<file path="config.mk">
export PLATFORM = sky130hd
export DESIGN_NAME = grf_wb_arbiter
export DESIGN_NICKNAME = d
export VERILOG_FILES = /design/src/rtl/grf_wb_arbiter.sv
export SDC_FILE = /design/constraint.sdc
export NUM_CORES = 1
export LEC_CHECK = 0
export BUFFER_PORTS_ARGS = -buffer_cell sky130_fd_sc_hd__buf_2
export CAP_MARGIN = 20
export CORE_MARGIN = 3
export CORE_UTILIZATION = 57
export CTS_CLUSTER_DIAMETER = 80
export DETAILED_ROUTE_END_ITERATION = 8
export PLACE_DENSITY = 0.85
export SLEW_MARGIN = 20
export SYNTH_ARGS = -nofsm -noshare
export SYNTH_HDL_FRONTEND = slang
export SYNTH_SLANG_ARGS = --single-unit
export TNS_END_PERCENT = 5
</file>
<file path="constraint.sdc">
create_clock -name clk -period 8.7 [get_ports clk]
set_clock_uncertainty 0.1 [all_clocks]
set_input_delay 0.435 -clock clk [delete_from_list [all_inputs] [get_ports clk]]
set_output_delay 0.435 -clock clk [all_outputs]
set_load 0.01 [all_outputs]
</file>
<file path="src/rtl/grf_wb_arbiter.sv">
// Arbitrates the single GRF write port between the W stage (P) and the
// multiply/divide result queue (M), with a one-cycle pipeline stall to bound M starvation.
module grf_wb_arbiter #(
    parameter int DEPTH        = 2,
    parameter int STARVE_LIMIT = 4
) (
    input  logic        clk,
    input  logic        rst_n,
    input  logic        p_we,
    input  logic [4:0]  p_a3,
    input  logic [31:0] p_wd,
    input  logic [31:0] p_pc,
    input  logic        m_valid,
    output logic        m_ready,
    input  logic [4:0]  m_a3,
    input  logic [31:0] m_wd,
    input  logic [31:0] m_pc,
    output logic        stall_p,
    output logic        m_pending,
    output logic        grf_we,
    output logic [4:0]  grf_a3,
    output logic [31:0] grf_wd,
    output logic [31:0] grf_pc
);

    localparam int PTR_W  = (DEPTH > 1) ? $clog2(DEPTH) : 1;
    localparam int CNT_W  = PTR_W + 1;
    localparam int WAIT_W = $clog2(STARVE_LIMIT + 1);

    typedef enum logic {NORMAL, FORCE} state_t;

    state_t             state, state_nxt;
    logic [PTR_W-1:0]   wr_ptr, rd_ptr;
    logic [CNT_W-1:0]   count;
    logic [WAIT_W-1:0]  wait_cnt, wait_cnt_nxt;

    logic [4:0]         a3_mem [DEPTH];
    logic [31:0]        wd_mem [DEPTH];
    logic [31:0]        pc_mem [DEPTH];

    logic               full, hv, pv, push, pop, grant_p, grant_m;

    assign full      = (count == CNT_W'(DEPTH));
    assign hv        = (count != '0);
    assign pv        = p_we && (p_a3 != 5'd0);
    assign m_ready   = rst_n && !full;
    assign push      = m_valid && m_ready && (m_a3 != 5'd0);
    assign pop       = grant_m;
    assign stall_p   = (state == FORCE);
    assign m_pending = hv;

    always_comb begin
        state_nxt    = NORMAL;
        grant_p      = 1'b0;
        grant_m      = 1'b0;
        wait_cnt_nxt = wait_cnt;
        if (state == FORCE) begin
            grant_m = hv;
        end else begin
            grant_p = pv;
            grant_m = !pv && hv;
            if (hv && pv) begin
                if (wait_cnt == WAIT_W'(STARVE_LIMIT - 1))
                    state_nxt = FORCE;
                if (wait_cnt < WAIT_W'(STARVE_LIMIT))
                    wait_cnt_nxt = wait_cnt + 1'b1;
            end
        end
        // A pop or an empty queue means nobody is waiting any more.
        if (grant_m || !hv)
            wait_cnt_nxt = '0;
    end

    always_ff @(posedge clk or negedge rst_n) begin
        if (!rst_n) begin
            state    <= NORMAL;
            wait_cnt <= '0;
            wr_ptr   <= '0;
            rd_ptr   <= '0;
            count    <= '0;
        end else begin
            state    <= state_nxt;
            wait_cnt <= wait_cnt_nxt;
            if (push)
                wr_ptr <= wr_ptr + 1'b1;
            if (pop)
                rd_ptr <= rd_ptr + 1'b1;
            case ({push, pop})
                2'b10:   count <= count + 1'b1;
                2'b01:   count <= count - 1'b1;
                default: count <= count;
            endcase
        end
    end

    always_ff @(posedge clk) begin
        if (push) begin
            a3_mem[wr_ptr] <= m_a3;
            wd_mem[wr_ptr] <= m_wd;
            pc_mem[wr_ptr] <= m_pc;
        end
    end

    // Output stage: registered write port, fields hold when no grant.
    always_ff @(posedge clk or negedge rst_n) begin
        if (!rst_n) begin
            grf_we <= 1'b0;
            grf_a3 <= 5'd0;
            grf_wd <= 32'd0;
            grf_pc <= 32'd0;
        end else begin
            grf_we <= grant_p || grant_m;
            if (grant_p) begin
                grf_a3 <= p_a3;
                grf_wd <= p_wd;
                grf_pc <= p_pc;
            end else if (grant_m) begin
                grf_a3 <= a3_mem[rd_ptr];
                grf_wd <= wd_mem[rd_ptr];
                grf_pc <= pc_mem[rd_ptr];
            end
        end
    end

endmodule

</file>
# Yosys cells after proc, flatten, opt, wreduce, memory -nomap -nowiden
# Memories as Yosys holds them, arrays and structs flattened.
# Cells that the tools add are included.
# totals
latchBits,0
ram_bits,138
n_memories,3
wordCells,60
output_inout_bits,73
in_bits,142
rom_bits,0
reg_bits,78
# mem_list
name,words,width,read_ports,rd_ports_with_merged_regs,wr,line_no,source
pc_mem,2,32,1,0,1,39,logic [31:0] pc_mem [DEPTH];
wd_mem,2,32,1,0,1,38,logic [31:0] wd_mem [DEPTH];
a3_mem,2,5,1,0,1,37,logic [4:0] a3_mem [DEPTH];
# op_classes
eq_ne,5
mul,0
reduce_logical,19
bitwise_logic,0
muxes,18
n_div,0
n_shift,0
addsub,5
order_cmp,1
# ops
cell,count
two-way mux 32 bit,4
two-way mux 3 bit,4
two-way mux 5 bit,2
nonzero test 2 bit,5
nonzero test 5 bit,2
two-way mux 1 bit,7
logical AND 1 bit,6
"== test 2 bit, second input constant",2
case mux 2 bit (2 select lines),1
"adder 3 x 1 -> 3 bit, second input constant",1
"== test 3 x 2 -> 1 bit, second input constant",1
zero test 1 bit,3
"less-than comparator 3 bit, second input constant",1
AND reduction 3 bit,1
"adder 1 bit, second input constant",2
"adder 2 x 1 -> 2 bit, second input constant",1
"== test 2 x 1 -> 1 bit, second input constant",1
logical OR 1 bit,2
"!= test 2 x 1 -> 1 bit, second input constant",1
"subtractor 2 x 1 -> 2 bit, second input constant",1

# Longest topological paths before layout
# Gate-level depths: netlist of run 1.
# logic_depth
ltp_word,8
ltp_mapped,9
ltp_nobuf,8

# Worst setup path after synthesis of run 1
# OpenSTA, ideal clock, no wires.
# synth_path
path_type,in2reg
startpoint,input rst_n
endpoint,memory a3_mem[0][0] (enable)
arrival_time_ns,4.150
setup_time_ns,0.505
path_slack_ns,3.945
required_ns,8.095
n_path_buf,0
cell_stages,3
cell_sequence,a21boi_0 -> o211a_1 -> nor2b_1
# synth_via
elab_chain_len,5
# synth_lines
item,line_no,source
start: declaration,8,"input logic rst_n,"
logical AND 1 bit,46,assign m_ready = rst_n && !full;
logical AND 1 bit (2 in a row),47,assign push = m_valid && m_ready && (m_a3 != 5'd0);
two-way mux 1 bit,97,if (push) begin
two-way mux 1 bit (implied by the code),98,a3_mem[wr_ptr] <= m_a3;
end: declaration,37,
# Every way passes these cells.

# Final worst setup path of run 1
# layout_path
startpoint,register state (netlist: stall_p)
endpoint,register count[1]
# layout_via
elab_chain_len,3
elab_cells_between_ends,5
classes_between,eq/ne: 2; mux: 2; reduce/logical: 1
# layout_lines
item,line_no,source
start: declaration,32,"state_t state, state_nxt;"
start signal: assignment,82,state <= state_nxt;
two-way mux 1 bit *,57,if (state == FORCE) begin
via grant_m,41,"logic full, hv, pv, push, pop, grant_p, grant_m;"
== test 2 x 1 -> 1 bit / == test 2 bit (equally long branches),88,"case ({push, pop})"
case mux 2 bit (2 select lines) / nonzero test 2 bit (equally long branches),n/a,
end signal: assignment,89,2'b10: count <= count + 1'b1;
end signal: assignment,90,2'b01: count <= count - 1'b1;
end signal: assignment,91,default: count <= count;
end: declaration,34,logic [CNT_W-1:0] count;
# Mark *: on every way through the listed nets, which the timed path passes. The rest lies on a longest branch.
# A chain may end at the register's enable or synchronous reset.

==> results of run 1 <==
-- state kept, by name (all words and copies together), names as in the netlist --
name and count:
pc_mem 64, wd_mem 64, grf_pc 32, grf_wd 32
a3_mem 10, grf_a3 5, wait_cnt 3, count 2
grf_we 1, rd_ptr 1, stall_p 1, wr_ptr 1
-- kinds of logic (layout without fill, tap and decap cells) --
group,Yosys count,after routing,share of synthesized area [%]
AOI/OAI and AO/OA,142,142,8.54
muxes,70,70,8.30
DFF,216,216,72.3
xor gates and xnor gates,6,6,0.712
buffers and inverters,42,264,2.60
and+or+nand+nor,151,151,7.15
other,0,2,0
adders and majority gates,3,3,0.445
-- worst min-delay path by stage --
stage                                  from                       to  slack (ns)  cells past startpoint
global route                       m_pc[23]  pc_mem[0][23]$_DFFE_PP_        0.02                      1
CTS                                m_wd[19]  wd_mem[0][19]$_DFFE_PP_        0.02                      1
detailed placement   grf_wd[12]$_DFFE_PN0P_   grf_wd[12]$_DFFE_PN0P_        0.43                      2
finish                                rst_n     count[0]$_DFFE_PN0P_        0.02                      2
global placement    wait_cnt[1]$_DFFE_PN0P_  wait_cnt[1]$_DFFE_PN0P_        0.41                      2
floorplan                             rst_n     count[0]$_DFFE_PN0P_        0.04                      0
-- stage by stage --
stage | instance area (um^2) | power [mW]
final | 10300 | 3.21
after global routing | 10300 | 3.39
after CTS | 10300 | 3.23
after detailed placement | 9630 | 2.36
after global placement | 9600 | 2.31
after floorplan | 8440 | 2.05
-- worst reg2reg max path, cell delays in order, from the launching register on --
cell and delay, ns:
dfrtp_1 0.37, nor2b_1 0.49, o21a_4 0.47, buf_4 0.75, nor2_8 0.09, ha_1 0.34
nor2_1 0.14, xor2_1 0.16
-- Yosys cell counts, types with 2 or more instances --
master / n / area share [%]
xor2_1: 3 / 0.31
ha_1: 3 / 0.44
or4_1: 2 / 0.18
edfxtp_1: 138 / 49
o21ai_0: 39 / 2.3
a21oi_1: 70 / 4.2
buf_6: 5 / 0.67
xnor2_1: 2 / 0.21
inv_1: 4 / 0.18
clkbuf_2: 5 / 0.30
nand2_1: 70 / 3.1
nor2b_1: 2 / 0.15
o21ai_1: 30 / 1.8
clkbuf_1: 14 / 0.62
dfrtp_1: 78 / 23
mux2i_1: 70 / 8.3
buf_2: 14 / 0.83
nor2_1: 73 / 3.2
-- per-layer routing --
layer | wire (um) | global-route usage [%] | up-vias
met1 | 7040 | 28.3 | 2726
li1 | - | - | 2658
met4 | 711 | 9.11 | 0
met3 | 1040 | 3.92 | 54
met5 | 0 | 0 | -
met2 | 10200 | 40.4 | 183
-- power by group through the flow --
stage	registers, mW	logic, mW	clock network [mW]
6_report	1.45	0.895	0.864
2_1_floorplan	1.46	0.583	0
3_5_place_dp	1.47	0.897	0
5_1_grt	1.47	0.994	0.923
3_3_place_gp	1.49	0.813	0
4_1_cts	1.45	0.906	0.873
-- cell type report --
type                            instances  share of cell area [%]
Sequential cell                       216                    59.2
Timing Repair Buffer                  220                    11.1
Tap cell                              180                    2.19
Multi-Input combinational cell        372                    20.8
Inverter                                4                   0.146
Clock buffer                           31                    6.07
Antenna cell                            2                  0.0486
Clock inverter                          9                   0.377
==> impl_metrics.toml, run 1 <==
[run_status]
status = "completed"

[global_routing]
grt_pass1_vias = 5793
grt_max_degree = 97
grt_pass1_wl_mm = 29.6
grt_overflow = 0
grt_use_total_pct = 22.9
grt_antenna_before_repair = 2

[worst_setup_path]
crit_arrival_ns = 3.30
critPathLaunchType = "flop"
required_ns = 9.01
worstReg2RegEnd = "count[1]$_DFFE_PN0P_"
cp-end-kind = "flop"
critPathMaxStageDelay_ns = 0.74
reg2reg_slack_ns = 5.71
critPathSlowestCell = "buf_4"
crit_path_cell_trace = "nor2b_1 > o21a_4 > buf_4 > nor2_8 > ha_1 > nor2_1 > xor2_1"
rr_startpoint = "stall_p$_DFF_PN0_"
endpoint = "count[1]$_DFFE_PN0P_"
critPathMaxFanout = 96
critical_path_cell_count = 7
crit_type = "reg2reg"
startpoint = "stall_p$_DFF_PN0_"
crit_buf_inv = 1
path_delay_family = "buffers and inverters"
reg2reg_depth = 7

[clock_tree]
cts_made_buffers = 22
clockBufferDepth = 3
cts.sinks = 216
cts-resized-gates = 0
cts_hold_buf = 0
cts-root-buf = "clkbuf_16"
postCtsSetupRepairBufs = 0
cts_tree = "built"
clk_latency_ns = 0.49
cts.htree.levels = 1
clkTransAtPathRegs_ns = 0.06

[pwr]
net-switching-power_mw = 1.04
p_per_area_mw_per_mm2 = 312
ir_drop_uv = 194
clock_power_share_pct = 26.9
cellLeakagePower_nw = 4.45
seq_power_share_pct = 45.2
p_comb_share_pct = 27.9
power_switching_share_pct = 32.3
p_int_mw = 2.17

[synth]
synth-edff-count = 138
syn-instance-count = 630
avgSynthCellArea_um2 = 13.4
seq_area_frac_synth_pct = 72.3
yosys_register_bits = 216
synthFlopType = "edfxtp_1"
syn_nets = 775
synth_area_mm2 = 0.00844
async_reset_ff_share_pct = 36.1
yosys_warnings = 0
synth.distinct_cells = 26

[sta]
setup_slack_ns = 5.71
period_share_pct = 34.4
hold_slack_ns = 0.0250
setup_viol = 0
fin_setup_tns_ns = 0
report.final.slew_viol_count = 0
rsz0062_at_grt = "no"
slew_headroom_pct = 37.4
final_hold_viol_count = 0
layout_min_cycle_time_ns = 2.99
worst_slew_pin_slew_ns = 0.939
timing.fmax_ghz = 0.334

[cells_and_area]
multiInputGateArea_mm2 = 0.00215
nets = 981
fin_util_pct = 72.5
final-seq-area_mm2 = 0.00610
stdcell_count = 1034
drive_above_1_share_pct = 30.0
final_common_cell = "buf_2"
nFillCells = 955
final_cell_mix = "213 x buf_2, 138 x edfxtp_1, 77 x dfrtp_1"
syn_to_final_growth_pct = 22.1

[placed_design]
hpwl_mm = 12.5
dp_slack_ns = 5.57
dp.cells = 992
io_buffer_count = 214
gp_congestion = 0.852

[floorplan]
ios = 215
coreArea_mm2 = 0.0142
dieHeight_um = 128
die_x_um = 128
die_area_mm2 = 0.0163
start_util_pct = 59.4
fp-row-count = 43

[route]
avgViaCountPerCell = 5.44
routed_wl_mm = 19.0
avgRoutedWirePerCell_um = 18.4
postRouteAntennaNets = 0
drc = 0
vias = 5621
first_pass_iters = 5
drt_iter0_markers = 518

[run]
drv_cap = 0

[worst_hold_path]
worstHoldPathType = "in2async"
Note: power is estimated with default switching activity, not from simulation.
==> run 2: changes to the inputs <==
--- a/config.mk
+++ b/config.mk
@@ -5,13 +5,14 @@
 export SDC_FILE = /design/constraint.sdc
 export NUM_CORES = 1
 export LEC_CHECK = 0
+export ABC_AREA = 1
 export BUFFER_PORTS_ARGS = -buffer_cell sky130_fd_sc_hd__buf_2
 export CAP_MARGIN = 20
 export CORE_MARGIN = 3
-export CORE_UTILIZATION = 57
+export CORE_UTILIZATION = 54
 export CTS_CLUSTER_DIAMETER = 80
 export DETAILED_ROUTE_END_ITERATION = 8
-export PLACE_DENSITY = 0.85
+export PLACE_DENSITY = 0.8
 export SLEW_MARGIN = 20
 export SYNTH_ARGS = -nofsm -noshare
 export SYNTH_HDL_FRONTEND = slang
==> constraint.sdc (replaced) <==
create_clock -name clk -period 3.02 [get_ports clk]
set_clock_uncertainty 0.1 [all_clocks]
set_input_delay 0.151 -clock clk [delete_from_list [all_inputs] [get_ports clk]]
set_output_delay 0.151 -clock clk [all_outputs]
set_load 0.01 [all_outputs]
==> impl_metrics.toml, run 2 <==
[run_status]
status = "completed"

[clock_tree]
cts-root-buf = "clkbuf_16"
cts.sinks = 216
cts_tree = "built"
clk_latency_ns = 0.49
cts_made_buffers = 22
clockBufferDepth = 3
clkTransAtPathRegs_ns = 0.06
cts.htree.levels = 1

[placed_design]
io_buffer_count = 214
dp.cells = 1194
hpwl_mm = 13.5
gp_congestion = 0.783
placed_area_mm2 = 0.0105

[cells_and_area]
nFillCells = 1054
nets = 1283
top_regs = "pc_mem (64), wd_mem (64)"
final-seq-area_mm2 = 0.00610
drive_above_1_share_pct = 31.3
final_cell_area_mm2 = 0.0126
multiInputGateArea_mm2 = 0.00284
stdcell_count = 1378
final_common_cell = "nand2_1"
syn_to_final_growth_pct = 34.9
final_cell_mix = "223 x nand2_1, 213 x buf_2, 173 x nand3_1"

[sta]
hold_slack_ns = 0.146
rsz0062_at_grt = "no"
slew_headroom_pct = 23.3
period_share_pct = 76.1
final_hold_viol_count = 0
layout_min_cycle_time_ns = 2.30
fin_setup_tns_ns = 0
timing.fmax_ghz = 0.435
worst_slew_pin_slew_ns = 1.15
report.final.slew_viol_count = 0
setup_viol = 0

[synth]
synth_top_cells_by_count = "223 x nand2_1, 173 x nand3_1, 138 x edfxtp_1, 88 x nand3_2, 78 x dfrtp_1"
synth.largest_area_cell = "edfxtp_1"
synth-edff-count = 138
synth_area_mm2 = 0.00935
yosys_warnings = 0
synthTopCellsByArea = "edfxtp_1 44%, dfrtp_1 21%, nand3_2 9.4%"
synth.top_cell.area_share_pct = 44.3
seq_area_frac_synth_pct = 65.2
yosysMostFrequentCell = "nand2_1"
async_reset_ff_share_pct = 36.1
syn_nets = 948
yosys_register_bits = 216
syn-instance-count = 803
avgSynthCellArea_um2 = 11.6
synthFlopType = "edfxtp_1"
synth.distinct_cells = 25

[worst_setup_path]
critPathLaunchType = "flop"
required_ns = 2.77
path_delay_family = "buffers and inverters"
crit_arrival_ns = 2.05
crit_type = "reg2out"
reg2reg_depth = 4
critPathSlowestCell = "buf_4"
crit_path_cell_trace = "nor2_4 > inv_2 > buf_4 > buf_2"
critical_path_cell_count = 4
critPathMaxStageDelay_ns = 0.69
critPathMaxFanout = 63
crit_buf_inv = 3
cp-end-kind = "primary output"

[route]
routed_wl_mm = 25.3
drt_iter0_markers = 637
drc = 0
avgRoutedWirePerCell_um = 18.4
first_pass_iters = 5
vias = 7515
avgViaCountPerCell = 5.45
postRouteAntennaNets = 0

[pwr]
seq_power_share_pct = 41.3
p_per_area_mw_per_mm2 = 794
power.total_mw = 10.0
cellLeakagePower_nw = 5.54
p_int_mw = 6.52
power_switching_share_pct = 35.0
p_comb_share_pct = 32.3
ir_drop_uv = 751
clock_power_share_pct = 26.5
net-switching-power_mw = 3.51

[global_routing]
grt_pass1_vias = 7551
grt_max_degree = 81
grt_use_total_pct = 26.5
grt_overflow = 0
grt_antenna_before_repair = 4
grt_pass1_wl_mm = 39.0

[floorplan]
die_x_um = 138
dieHeight_um = 138
start_util_pct = 55.8
die_area_mm2 = 0.0189
fp-row-count = 47
coreArea_mm2 = 0.0168
ios = 215

[worst_hold_path]
worstHoldPathCells = 6
worstHoldPathType = "in2reg"

[run]
drv_cap = 0
## run 2: cell families after synthesis
kind of cell / share of synthesized area, %
xor gates and xnor gates: 0.281
buffers and inverters: 4.63
DFF: 65.2
and+or+nand+nor: 28.7
adders and majority gates: 0.401
muxes: 0.107
AOI/OAI and AO/OA: 0.723
## run 2: stage by stage
step	utilization [%]	worst slack, ns
after CTS	75.2	0.715
final	75.3	0.721
after floorplan	-	0.348
after detailed placement	62.6	1.07
after global routing	75.3	0.626
after global placement	62.6	1.12
## run 2: final timing paths
path / endpoint / slack, ns / start
setup / recovery: m_pending / 0.72 / count[0]$_DFFE_PN0P_
hold / removal: grf_pc[15]$_DFFE_PN0P_ / 0.15 / p_we
setup reg to reg: grf_pc[26]$_DFFE_PN0P_ / 1.02 / count[0]$_DFFE_PN0P_
hold reg to reg: wr_ptr$_DFFE_PN0P_ / 0.39 / wr_ptr$_DFFE_PN0P_
max in group asynchronous: rd_ptr$_DFFE_PN0P_ / 1.57 / rst_n
min in group asynchronous: grf_wd[10]$_DFFE_PN0P_ / 0.26 / rst_n
## run 2: per-layer routing
metal	GRT usage, %	vias up	share of wire, %
li1	-	3471	-
met3	4.75	77	6.5
met5	0	-	0.051
met1	32.7	3631	38
met4	9.48	2	3.6
met2	46.7	334	52
## run 2: final cells by class
type | instances | share of cell area, %
Antenna cell | 4 | 0.0793
Clock buffer | 36 | 5.52
Clock inverter | 4 | 0.159
Inverter | 11 | 0.337
Multi-Input combinational cell | 519 | 22.5
Sequential cell | 216 | 48.3
Tap cell | 220 | 2.18
Timing Repair Buffer | 368 | 20.8
## run 2: power by group through the flow
stage	logic [mW]	registers [mW]	clock network, mW
after floorplan	1.86	4.32	0
after global placement	2.97	4.15	0
after detailed placement	3.04	4.17	0
after CTS	3.20	4.12	2.69
after global routing	3.54	4.19	2.82
final	3.23	4.14	2.65
## run 2: worst register-to-register path, stage by stage, from the launching register on
cell and delay (ns):
dfrtp_1 0.44, nor2_4 0.12, buf_4 0.88, nand3_1 0.29
nand3_2 0.12
## run 2: repair_timing
action,CTS,global route
hold buffers,140,0
endpoints found under the hold margin,247,0
resized for setup,0,0
buffers inserted,0,0
==> run 3: changes to the inputs <==
--- a/config.mk
+++ b/config.mk
@@ -5,11 +5,11 @@
 export SDC_FILE = /design/constraint.sdc
 export NUM_CORES = 1
 export LEC_CHECK = 0
-export ABC_AREA = 1
+export ABC_AREA = 0
 export BUFFER_PORTS_ARGS = -buffer_cell sky130_fd_sc_hd__buf_2
 export CAP_MARGIN = 20
 export CORE_MARGIN = 3
-export CORE_UTILIZATION = 54
+export CORE_UTILIZATION = 53
 export CTS_CLUSTER_DIAMETER = 80
 export DETAILED_ROUTE_END_ITERATION = 8
 export PLACE_DENSITY = 0.8
==> constraint.sdc (replaced) <==
create_clock -name clk -period 2.4 [get_ports clk]
set_clock_uncertainty 0.1 [all_clocks]
set_input_delay 0.12 -clock clk [delete_from_list [all_inputs] [get_ports clk]]
set_output_delay 0.12 -clock clk [all_outputs]
set_load 0.01 [all_outputs]
==> impl_metrics.toml, run 3 (synthesized netlist as in run 1, its figures left out) <==
[run_status]
status = "completed"

[placed_design]
placed_area_mm2 = 0.00977
dp.cells = 1029
hpwl_mm = 11.9
gp_congestion = 0.758
io_buffer_count = 214

[sta]
timing.fmax_ghz = 0.457
period_share_pct = 91.1
slew_headroom_pct = 48.4
final_hold_viol_count = 0
report.final.slew_viol_count = 0
layout_min_cycle_time_ns = 2.19
setup_viol = 0
worst_slew_pin_slew_ns = 0.774
rsz0062_at_grt = "no"
hold_slack_ns = 0.0995

[floorplan]
die_x_um = 132
ios = 215
die_area_mm2 = 0.0175
coreArea_mm2 = 0.0154
dieHeight_um = 132
start_util_pct = 54.9
fp-row-count = 45

[worst_setup_path]
rr_startpoint = "stall_p$_DFF_PN0_"
crit_path_cell_trace = "nor2b_1 > o21a_4 > buf_4 > nand2_1 > o21ai_1"
cp-end-kind = "flop"
critPathMaxFanout = 55
reg2reg_slack_ns = 0.21
critPathLaunchType = "flop"
required_ns = 2.71
crit_arrival_ns = 2.49
startpoint = "stall_p$_DFF_PN0_"
crit_type = "reg2reg"
critPathMaxStageDelay_ns = 0.56
critPathSlowestCell = "buf_4"

[route]
dr_wl_met3_mm = 1.12
first_pass_iters = 9
avgRoutedWirePerCell_um = 18.7
drt_iter0_markers = 342
highest_layer = "met4"
postRouteAntennaNets = 0
vias = 6401
routed_wl_mm = 22.7
avgViaCountPerCell = 5.28
wl_met2_mm = 12.2
m1WireLength_mm = 8.42
drc = 0

[cells_and_area]
syn_to_final_growth_pct = 41.9
nFillCells = 914
fin_util_pct = 77.9
final_cell_mix = "213 x buf_2, 140 x dlygate4sd3_1, 138 x edfxtp_1"
drive_above_1_share_pct = 27.2
nets = 1129
top_regs = "pc_mem (64), wd_mem (64)"
stdcell_count = 1213
final_common_cell = "buf_2"
final_cell_area_mm2 = 0.0120

[worst_hold_path]
worstHoldPathType = "in2reg"
hp-start = "p_we"

[pwr]
power.total_mw = 12.5
cellLeakagePower_nw = 5.15
clock_power_share_pct = 28.6
p_int_mw = 8.52
p_comb_share_pct = 29.4
seq_power_share_pct = 42.0
ir_drop_uv = 767
power_switching_share_pct = 31.9
net-switching-power_mw = 3.99
p_per_area_mw_per_mm2 = 1040

[global_routing]
grt_pass1_wl_mm = 35.1
grt_overflow = 0
grt_antenna_before_repair = 3
grt_use_total_pct = 25.4
grt_pass1_vias = 6859
grt_max_degree = 79

[clock_tree]
cts.htree.levels = 1
clk_latency_ns = 0.49
clkTransAtPathRegs_ns = 0.07
cts-root-buf = "clkbuf_16"
cts_tree = "built"
cts.sinks = 216
cts_made_buffers = 23
clockBufferDepth = 3

[run]
drv_cap = 0
## run 3: cell count changes in the layout (fill, tap and decap cells not counted), moves of 39 or more
cell     delta
nor2_1     +66
a21oi_1    +59
mux2i_1    +69
nand2_1   -153
nand3_1   -173
o21ai_0    +39
nand3_2    -88
## run 3: worst max-delay path, delay by kind of cell (launching register included)
family / cells / cell delay (ns)
AOI/OAI and AO/OA: 2 / 0.64
buffers and inverters: 1 / 0.56
DFF: 1 / 0.39
and+or+nand+nor: 2 / 0.33
## run 3: final cells by class
class | instances | area (um^2) | share of cell area [%]
flip-flops and latches | 216 | 6100 | 50.9
multi-input cells | 373 | 2160 | 18.0
diodes | 3 | 7.51 | 0.0627
well taps | 211 | 264 | 2.20
clock inverters | 8 | 105 | 0.878
clock buffers | 32 | 681 | 5.68
repair buffers | 366 | 2640 | 22.1
inverters | 4 | 15.0 | 0.125
## run 3: per-stage QoR
| step | setup slack (ns) | setup TNS (ns) |
|---|---|---|
| final | 0.213 | 0 |
| after global placement | 0.227 | 0 |
| after global routing | 0.0378 | 0 |
| after floorplan | -0.0635 | -4.38 |
| after CTS | 0.125 | 0 |
| after detailed placement | 0.137 | 0 |
## run 3: routing by layer
layer / vias to the layer above / GRT usage (%)
met5: - / 0
met4: 0 / 11.3
met3: 81 / 4.08
met2: 248 / 46.8
met1: 3108 / 29.0
li1: 2964 / -
## run 3: worst paths after layout
kind / end / cells after the start
setup reg to reg: grf_wd[19]$_DFFE_PN0P_ / 5
hold reg to reg: wait_cnt[1]$_DFFE_PN0P_ / 2
setup / recovery: grf_wd[19]$_DFFE_PN0P_ / 5
max in group asynchronous: rd_ptr$_DFFE_PN0P_ / 3
hold / removal: grf_a3[1]$_DFFE_PN0P_ / 5
min in group asynchronous: grf_pc[20]$_DFFE_PN0P_ / 3
## run 3: timing repair
item                                    in CTS  in global routing
endpoints found under the setup margin       0                 69
endpoints found under the hold margin      286                  0
buffers inserted                             0                  0
gates resized for setup                      0                  1
hold buffers                               140                  0
## run 3: power groups by stage
stage          sequential (mW)  combinational [mW]  clock [mW]
6_report                  5.25                3.68        3.58
5_1_grt                   5.32                4.04        3.77
4_1_cts                   5.22                3.57        3.62
3_5_place_dp              5.29                3.37           0
3_3_place_gp              5.25                3.31           0
2_1_floorplan             5.29                2.12           0
